File: src/rtl/dbus_dispatch.sv
// Data-bus dispatcher: routes CPU data-port requests to one of NUM_TARGETS
// slaves, keeps up to DEPTH transactions in flight, and returns responses in
// order by only ever having a single target owning outstanding transactions.
module dbus_dispatch #(
    parameter int NUM_TARGETS = 2,
    parameter int DEPTH       = 2,
    parameter int ADDR_W      = 32,
    parameter int DATA_W      = 32,
    localparam int TW = (NUM_TARGETS > 1) ? $clog2(NUM_TARGETS) : 1,
    localparam int CW = $clog2(DEPTH + 1),
    localparam int SW = DATA_W / 8
) (
    input  logic                          clk_i,
    input  logic                          reset_i,
    input  logic                          up_req_i,
    input  logic                          up_wr_i,
    input  logic [1:0]                    up_size_i,
    input  logic [ADDR_W-1:0]             up_addr_i,
    input  logic [SW-1:0]                 up_strobe_i,
    input  logic [DATA_W-1:0]             up_wdata_i,
    input  logic [TW-1:0]                 up_target_i,
    output logic                          up_addr_ok_o,
    output logic                          up_data_ok_o,
    output logic [DATA_W-1:0]             up_rdata_o,
    output logic [NUM_TARGETS-1:0]        down_req_o,
    output logic                          down_wr_o,
    output logic [1:0]                    down_size_o,
    output logic [ADDR_W-1:0]             down_addr_o,
    output logic [SW-1:0]                 down_strobe_o,
    output logic [DATA_W-1:0]             down_wdata_o,
    input  logic [NUM_TARGETS-1:0]        down_addr_ok_i,
    input  logic [NUM_TARGETS-1:0]        down_data_ok_i,
    input  logic [NUM_TARGETS*DATA_W-1:0] down_rdata_i,
    output logic                          err_stray_o
);

    logic [CW-1:0] cnt_q, cnt_d;
    logic [TW-1:0] cur_q, cur_d;
    logic          err_q, err_d;

    logic                   resp;
    logic                   room;
    logic                   same;
    logic                   tgt_ok;
    logic                   issue;
    logic                   accept;
    logic                   stray;
    logic [NUM_TARGETS-1:0] cur_mask;

    // Broadcast request fields; only down_req selects which slave sees them.
    assign down_wr_o     = up_wr_i;
    assign down_size_o   = up_size_i;
    assign down_addr_o   = up_addr_i;
    assign down_strobe_o = up_strobe_i;
    assign down_wdata_o  = up_wdata_i;

    // Request/response decode: bypasses let a same-cycle response free a slot
    // or finish draining so the target can switch without a bubble.
    always_comb begin
        cur_mask = NUM_TARGETS'(1) << cur_q;
        resp     = down_data_ok_i[cur_q] && (cnt_q != '0);
        room     = (cnt_q < CW'(DEPTH)) || resp;
        same     = (cnt_q == '0) || (up_target_i == cur_q) ||
                   ((cnt_q == CW'(1)) && resp);
        // An index beyond the last slave would address nothing; never issue it.
        tgt_ok   = int'(up_target_i) < NUM_TARGETS;
        issue    = up_req_i && room && same && tgt_ok;
        accept   = issue && down_addr_ok_i[up_target_i];
        stray    = ((down_data_ok_i & ~cur_mask) != '0) ||
                   (down_data_ok_i[cur_q] && (cnt_q == '0));

        down_req_o   = issue ? (NUM_TARGETS'(1) << up_target_i) : '0;
        up_addr_ok_o = accept;
        up_data_ok_o = resp;
        up_rdata_o   = down_rdata_i[int'(cur_q)*DATA_W +: DATA_W];
        err_stray_o  = err_q;
    end

    // Next-state for outstanding count, owning target and sticky stray flag.
    always_comb begin
        cnt_d = cnt_q;
        if (accept && !resp) begin
            cnt_d = cnt_q + CW'(1);
        end else if (!accept && resp) begin
            cnt_d = cnt_q - CW'(1);
        end
        cur_d = accept ? up_target_i : cur_q;
        err_d = err_q || stray;
    end

    // State registers; reset discards anything still in flight.
    always_ff @(posedge clk_i or posedge reset_i) begin
        if (reset_i) begin
            cnt_q <= '0;
            cur_q <= '0;
            err_q <= 1'b0;
        end else begin
            cnt_q <= cnt_d;
            cur_q <= cur_d;
            err_q <= err_d;
        end
    end

endmodule

File: config.mk
export PLATFORM = sky130hd
export DESIGN_NAME = dbus_dispatch
export DESIGN_NICKNAME = d
export VERILOG_FILES = /design/src/rtl/dbus_dispatch.sv
export SDC_FILE = /design/constraint.sdc
export NUM_CORES = 1
export LEC_CHECK = 0
export ABC_AREA = 0
export BUFFER_PORTS_ARGS = -buffer_cell sky130_fd_sc_hd__buf_4
export CAP_MARGIN = 25
export CORE_AREA = 2 2 97 99
export DETAILED_ROUTE_END_ITERATION = 10
export DIE_AREA = 0 0 99 101
export GPL_TIMING_DRIVEN = 0
export PLACE_DENSITY = 0.5
export SYNTH_ARGS = -nofsm -noshare
export SYNTH_HDL_FRONTEND = slang
export SYNTH_SLANG_ARGS = --single-unit
File: constraint.sdc
create_clock -name clk_i -period 3.85 [get_ports clk_i]
set_input_delay 0.1925 -clock clk_i [delete_from_list [all_inputs] [get_ports clk_i]]
set_output_delay 0.1925 -clock clk_i [all_outputs]
set_load 0.005 [all_outputs]
# Word-level counts from Yosys, hierarchy flattened
# Cells that the tools add are included.
# totals
ff_bits,4
in_bits,143
wordCells,41
# classes
addsub,2
magnitude_cmp,3
n_eq_ne,2
shifts,3
n_mux,7
n_bitwise,2
reduce_logical,19
# ops
cell,n
$shiftx A64 B7 Y32,1
$logic_and A1 B1 Y1,8
$mux W2,3
$reduce_bool A2 Y1,3
$logic_or A1 B1 Y1,5
$lt A1 B2 Y1 const B,2
$mux W1,4
$shl A1 B1 Y2 const A,2
$add A2 B1 Y2 const B,1
$and A2 B2 Y2,1
$eq A2 B1 Y1 const B,1
$logic_not A1 Y1,2
$logic_not A2 Y1,1
$lt A2 B2 Y1 const B,1
$not A2 Y2,1
$sub A2 B1 Y2 const B,1
$eq A1 B1 Y1,1

# Depth between registers and ports, before layout
# logic_depth
ltp_word,11
ltp_mapped,9

# Worst setup path before layout
# OpenSTA, ideal clock, no wires.
# synth_path
path_kind,register -> register
from,register cnt_q[1]
to,register cnt_q[1]
setup_ps,127
t_arrival_ps,1593
required_ps,3723
slack_ps,2130
path_stages_with_launch,10
period_less_slack_ps,1720
cell_sequence,dfrtp_1 inv_1 ha_1 a21boi_0 mux2i_1 o211ai_2 nor2_1 ha_1 nand2_1 o21ai_0
# synth_via
elab_chain_len,9
elab_cells_between_ends,21
# synth_lines
item,line,source
from (decl),37,"logic [CW-1:0] cnt_q, cnt_d;"
from (signal assigned),98,cnt_q <= cnt_d;
"parallel branches: the longest is 4 deep, another holds $lt A2 B2 Y1",-,
$logic_and A1 B1 Y1 *,67,issue = up_req_i && room && same && tgt_ok;
$logic_and A1 B1 Y1 *,68,accept = issue && down_addr_ok_i[up_target_i];
via up_addr_ok_o,22,"output logic up_addr_ok_o,"
$logic_not A1 Y1,84,end else if (!accept && resp) begin
$logic_and A1 B1 Y1,84,
$reduce_bool A2 Y1 (no line),-,
# Mark *: on every way through the listed nets, which the timed path passes. The select of a mux whose other input is x is not followed.
# A chain may end at the register's enable or synchronous reset.

# Worst setup path in the final report
# layout_path
from,register cnt_q[1]
to,register cnt_q[1]
# layout_via
elab_chain_len,9
elab_cells_between_ends,21
# layout_lines
item
"parallel branches: the longest is 9 deep, another holds $lt A2 B2 Y1"
# Parallel ways; which one is timed is not known. The select of a mux whose other input is x is not followed.

==> flow_metrics.py <==
metrics = {
    "critical_path": {
        "rrSetupSlack_ns": 1.98,
        "critPathTopFamily": "adder cells",
        "crit_start": "cnt_q[1]",
        "crit-reg2reg-capture": "cnt_q[1]",
        "r2r_cells": 9,
        "worst-path-buf-inv": 1,
        "critical_path.endpoint_type": "flop",
        "cpMaxStageDelayCell": "dfrtp_1",
        "critPathMaxFanout": 4,
        "worstSetupStartpointType": "flop",
        "worst_ep_arrival_time_ns": 1.95,
        "r2r_start": "cnt_q[1]",
        "cpMostUsedCell": "ha_1",
        "slowest_delay_ns": 0.37,
        "cp_cell_sequence": "inv_1, ha_1, a21boi_0, mux2i_1, o211ai_2, nor2_1, ha_1, nand2_1, o21ai_0",
        "crit_required_ns": 3.93,
        "crit_type": "flop to flop",
    },
    "cells_and_area": {
        "regArea_um2": 100,
        "nFillCells": 932,
        "nNetsFinal": 473,
        "final_common_cell": "buf_4",
        "drive_above_1_share": 0.898,
        "num_antenna_cells": 0,
        "multiInputGateArea_um2": 558,
        "layout_common_cells": "buf_4 (250), mux2_2 (32), inv_1 (5), dfrtp_1 (4)",
        "synthToLayoutAreaGrowth_pct": 124,
    },
    "routing": {
        "wl_per_cell_um": 10.2,
        "avgViaCountPerCell": 3.51,
        "drcViolationCount": 0,
        "dr_total_vias": 1531,
        "drt-total-wl_mm": 4.46,
        "ant_nets": 0,
        "drt_iter0_drc": 14,
        "drt_pass1_iterations": 2,
    },
    "clock_tree": {
        "htreeDepth": 1,
        "cts_sinks": 4,
        "clock_path_buffers": 2,
        "cts_buffers": 3,
        "cts_resized": 0,
        "clk_pin_slew_worst_paths_ns": 0.03,
        "cts_root_buffer": "clkbuf_8",
        "insertion_delay_ns": 0.21,
        "hold_buffers": 1,
        "tritoncts": "yes",
        "postCtsSetupBuffers": 0,
    },
    "global_routing": {
        "grt_max_degree": 11,
        "antenna_found_initial": 0,
        "grt_usage": 0.0711,
        "grt_pass1_wl_mm": 6.00,
        "grt_pass1_vias": 1264,
        "grt_remaining_overflow": 0,
    },
    "synth": {
        "yosysSeqAreaShare": 0.0810,
        "synth_area_per_cell_um2": 8.71,
        "syn_inst": 142,
        "ys_ff_latch": 4,
        "synth.distinct_cells": 24,
        "syn_nets": 288,
        "synthesis.area_mm2": 0.00124,
        "ys_warn_count": 0,
    },
    "placement": {
        "pre_cts_ws_ns": 1.97,
        "hpwl_mm": 4.03,
        "gp_congestion": 0.688,
        "portBuffers": 179,
    },
    "floorplanning": {
        "die_area_mm2": 0.0100,
        "coreArea_mm2": 0.00898,
        "die_y_um": 101,
        "rows": 35,
        "start_util": 0.138,
        "io_pins": 251,
        "die_w_um": 99,
    },
    "status": {
        "status": "complete, no violations",
    },
    "worst_hold_path": {
        "min_delay_worst_endpoint": "err_stray_o",
        "min_from": "down_data_ok_i[0]",
        "holdPathStages": 3,
        "hold_path_class": "input port to flop",
    },
    "timing": {
        "rsz0062_at_grt": "false",
        "final_hold_viol_count": 0,
        "fin_crit_sh": 0.485,
        "slew_headroom": 0.839,
        "worst_clock_skew_ns": 0.00198,
        "max_slew.worst_pin.slew_ns": 0.235,
        "setup-tns-final_ns": 0,
        "slew_viol_final": 0,
        "finalSetupViolations": 0,
        "min_period_ns": 1.87,
        "fmax_mhz": 536,
        "layout_setup_ws_ns": 1.98,
    },
    "job": {
        "maxCapViolations": 0,
    },
    "power": {
        "powerDensity_mw_per_mm2": 248,
        "ir_drop_uv": 182,
        "static-leakage-power_uw": 0.00154,
        "finalPower_uw": 686,
    },
}
[worst max-delay path by stage]
stage          cells past startpoint       end
4_1_cts                            8  cnt_q[1]
3_3_place_gp                       9  cnt_q[1]
2_1_floorplan                      9  cnt_q[1]
6_report                           9  cnt_q[1]
3_5_place_dp                       9  cnt_q[1]
5_1_grt                            9  cnt_q[1]
[registers in the layout, indices dropped and copies added (netlist names)]
| signal | cells |
|---|---|
| cnt_q | 2 |
| err_stray_o | 1 |
| cur_q | 1 |
[report_power, final]
group / total [uW] / internal [uW] / switching (uW) / leakage, uW
Clock: 86.0 / 66.5 / 19.6 / 0.0000216
Combinational: 531 / 344 / 187 / 0.00148
Sequential: 69.1 / 56.9 / 12.2 / 0.0000420
Total: 686 / 467 / 219 / 0.00154
[final cells by class]
cell class / instances / area share
clock buffers: 3 / 0.0149
plain buffers: 75 / 0.202
multi-input cells: 58 / 0.201
repair buffers: 180 / 0.489
well taps: 111 / 0.0501
flip-flops and latches: 4 / 0.0361
inverters: 5 / 0.00678
[cell usage after synthesis]
| cell | number | area (um^2) |
|---|---|---|
| buf_4 | 71 | 533 |
| mux2_2 | 32 | 360 |
| inv_1 | 5 | 18.8 |
| dfrtp_1 | 4 | 100 |
| a21oi_1 | 3 | 15.0 |
| buf_2 | 3 | 15.0 |
| ha_1 | 3 | 37.5 |
| nor2_1 | 3 | 11.3 |
| a21boi_0 | 2 | 15.0 |
| mux2i_1 | 2 | 20.0 |
| a211o_1 | 1 | 8.76 |
| and2_1 | 1 | 6.26 |
| buf_6 | 1 | 11.3 |
| nand2_1 | 1 | 3.75 |
| nand2b_1 | 1 | 6.26 |
| nor3_1 | 1 | 5.00 |
| o2111a_1 | 1 | 11.3 |
| o211ai_2 | 1 | 12.5 |
| o21ai_0 | 1 | 5.00 |
| o21ai_2 | 1 | 8.76 |
| o21bai_1 | 1 | 7.51 |
| or2_2 | 1 | 6.26 |
| xnor2_1 | 1 | 8.76 |
| xor2_1 | 1 | 8.76 |
[through the flow]
| stage | utilization | instance area (um^2) | hold slack (ns) | std cells |
|---|---|---|---|---|
| after detailed placement | 0.303 | 2720 | 0.0914 | 432 |
| after global routing | 0.309 | 2770 | 0.283 | 436 |
| after floorplan | - | 1240 | -0.0414 | 142 |
| final | 0.309 | 2770 | 0.272 | 436 |
| after global placement | 0.303 | 2720 | 0.0905 | 432 |
| after CTS | 0.309 | 2770 | 0.276 | 436 |
[logic make-up (layout without fill, tap and decap cells)]
group	after synthesis	after routing	synth area share
xor+xnor	2	2	0.0142
mux	34	34	0.308
compound gates	11	11	0.0678
fa+ha+maj	3	3	0.0304
simple gates	8	8	0.0314
flops	4	4	0.0810
buf+inv	80	263	0.468
[worst register-to-register path, stage by stage (launching register included)]
cell and delay, ns:
dfrtp_1 0.37, inv_1 0.07, ha_1 0.19, a21boi_0 0.16, mux2i_1 0.12, o211ai_2 0.22, nor2_1 0.10, ha_1 0.34
nand2_1 0.07, o21ai_0 0.08
[layer usage]
metal | up-vias | part of all wire | GRT usage
li1 | 769 | - | -
met1 | 653 | 0.30 | 0.0809
met2 | 107 | 0.58 | 0.138
met3 | 2 | 0.12 | 0.0118
met4 | 0 | 0.0013 | 0.0158
met5 | - | 0 | 0
Note: power is estimated with default switching activity, not from simulation.
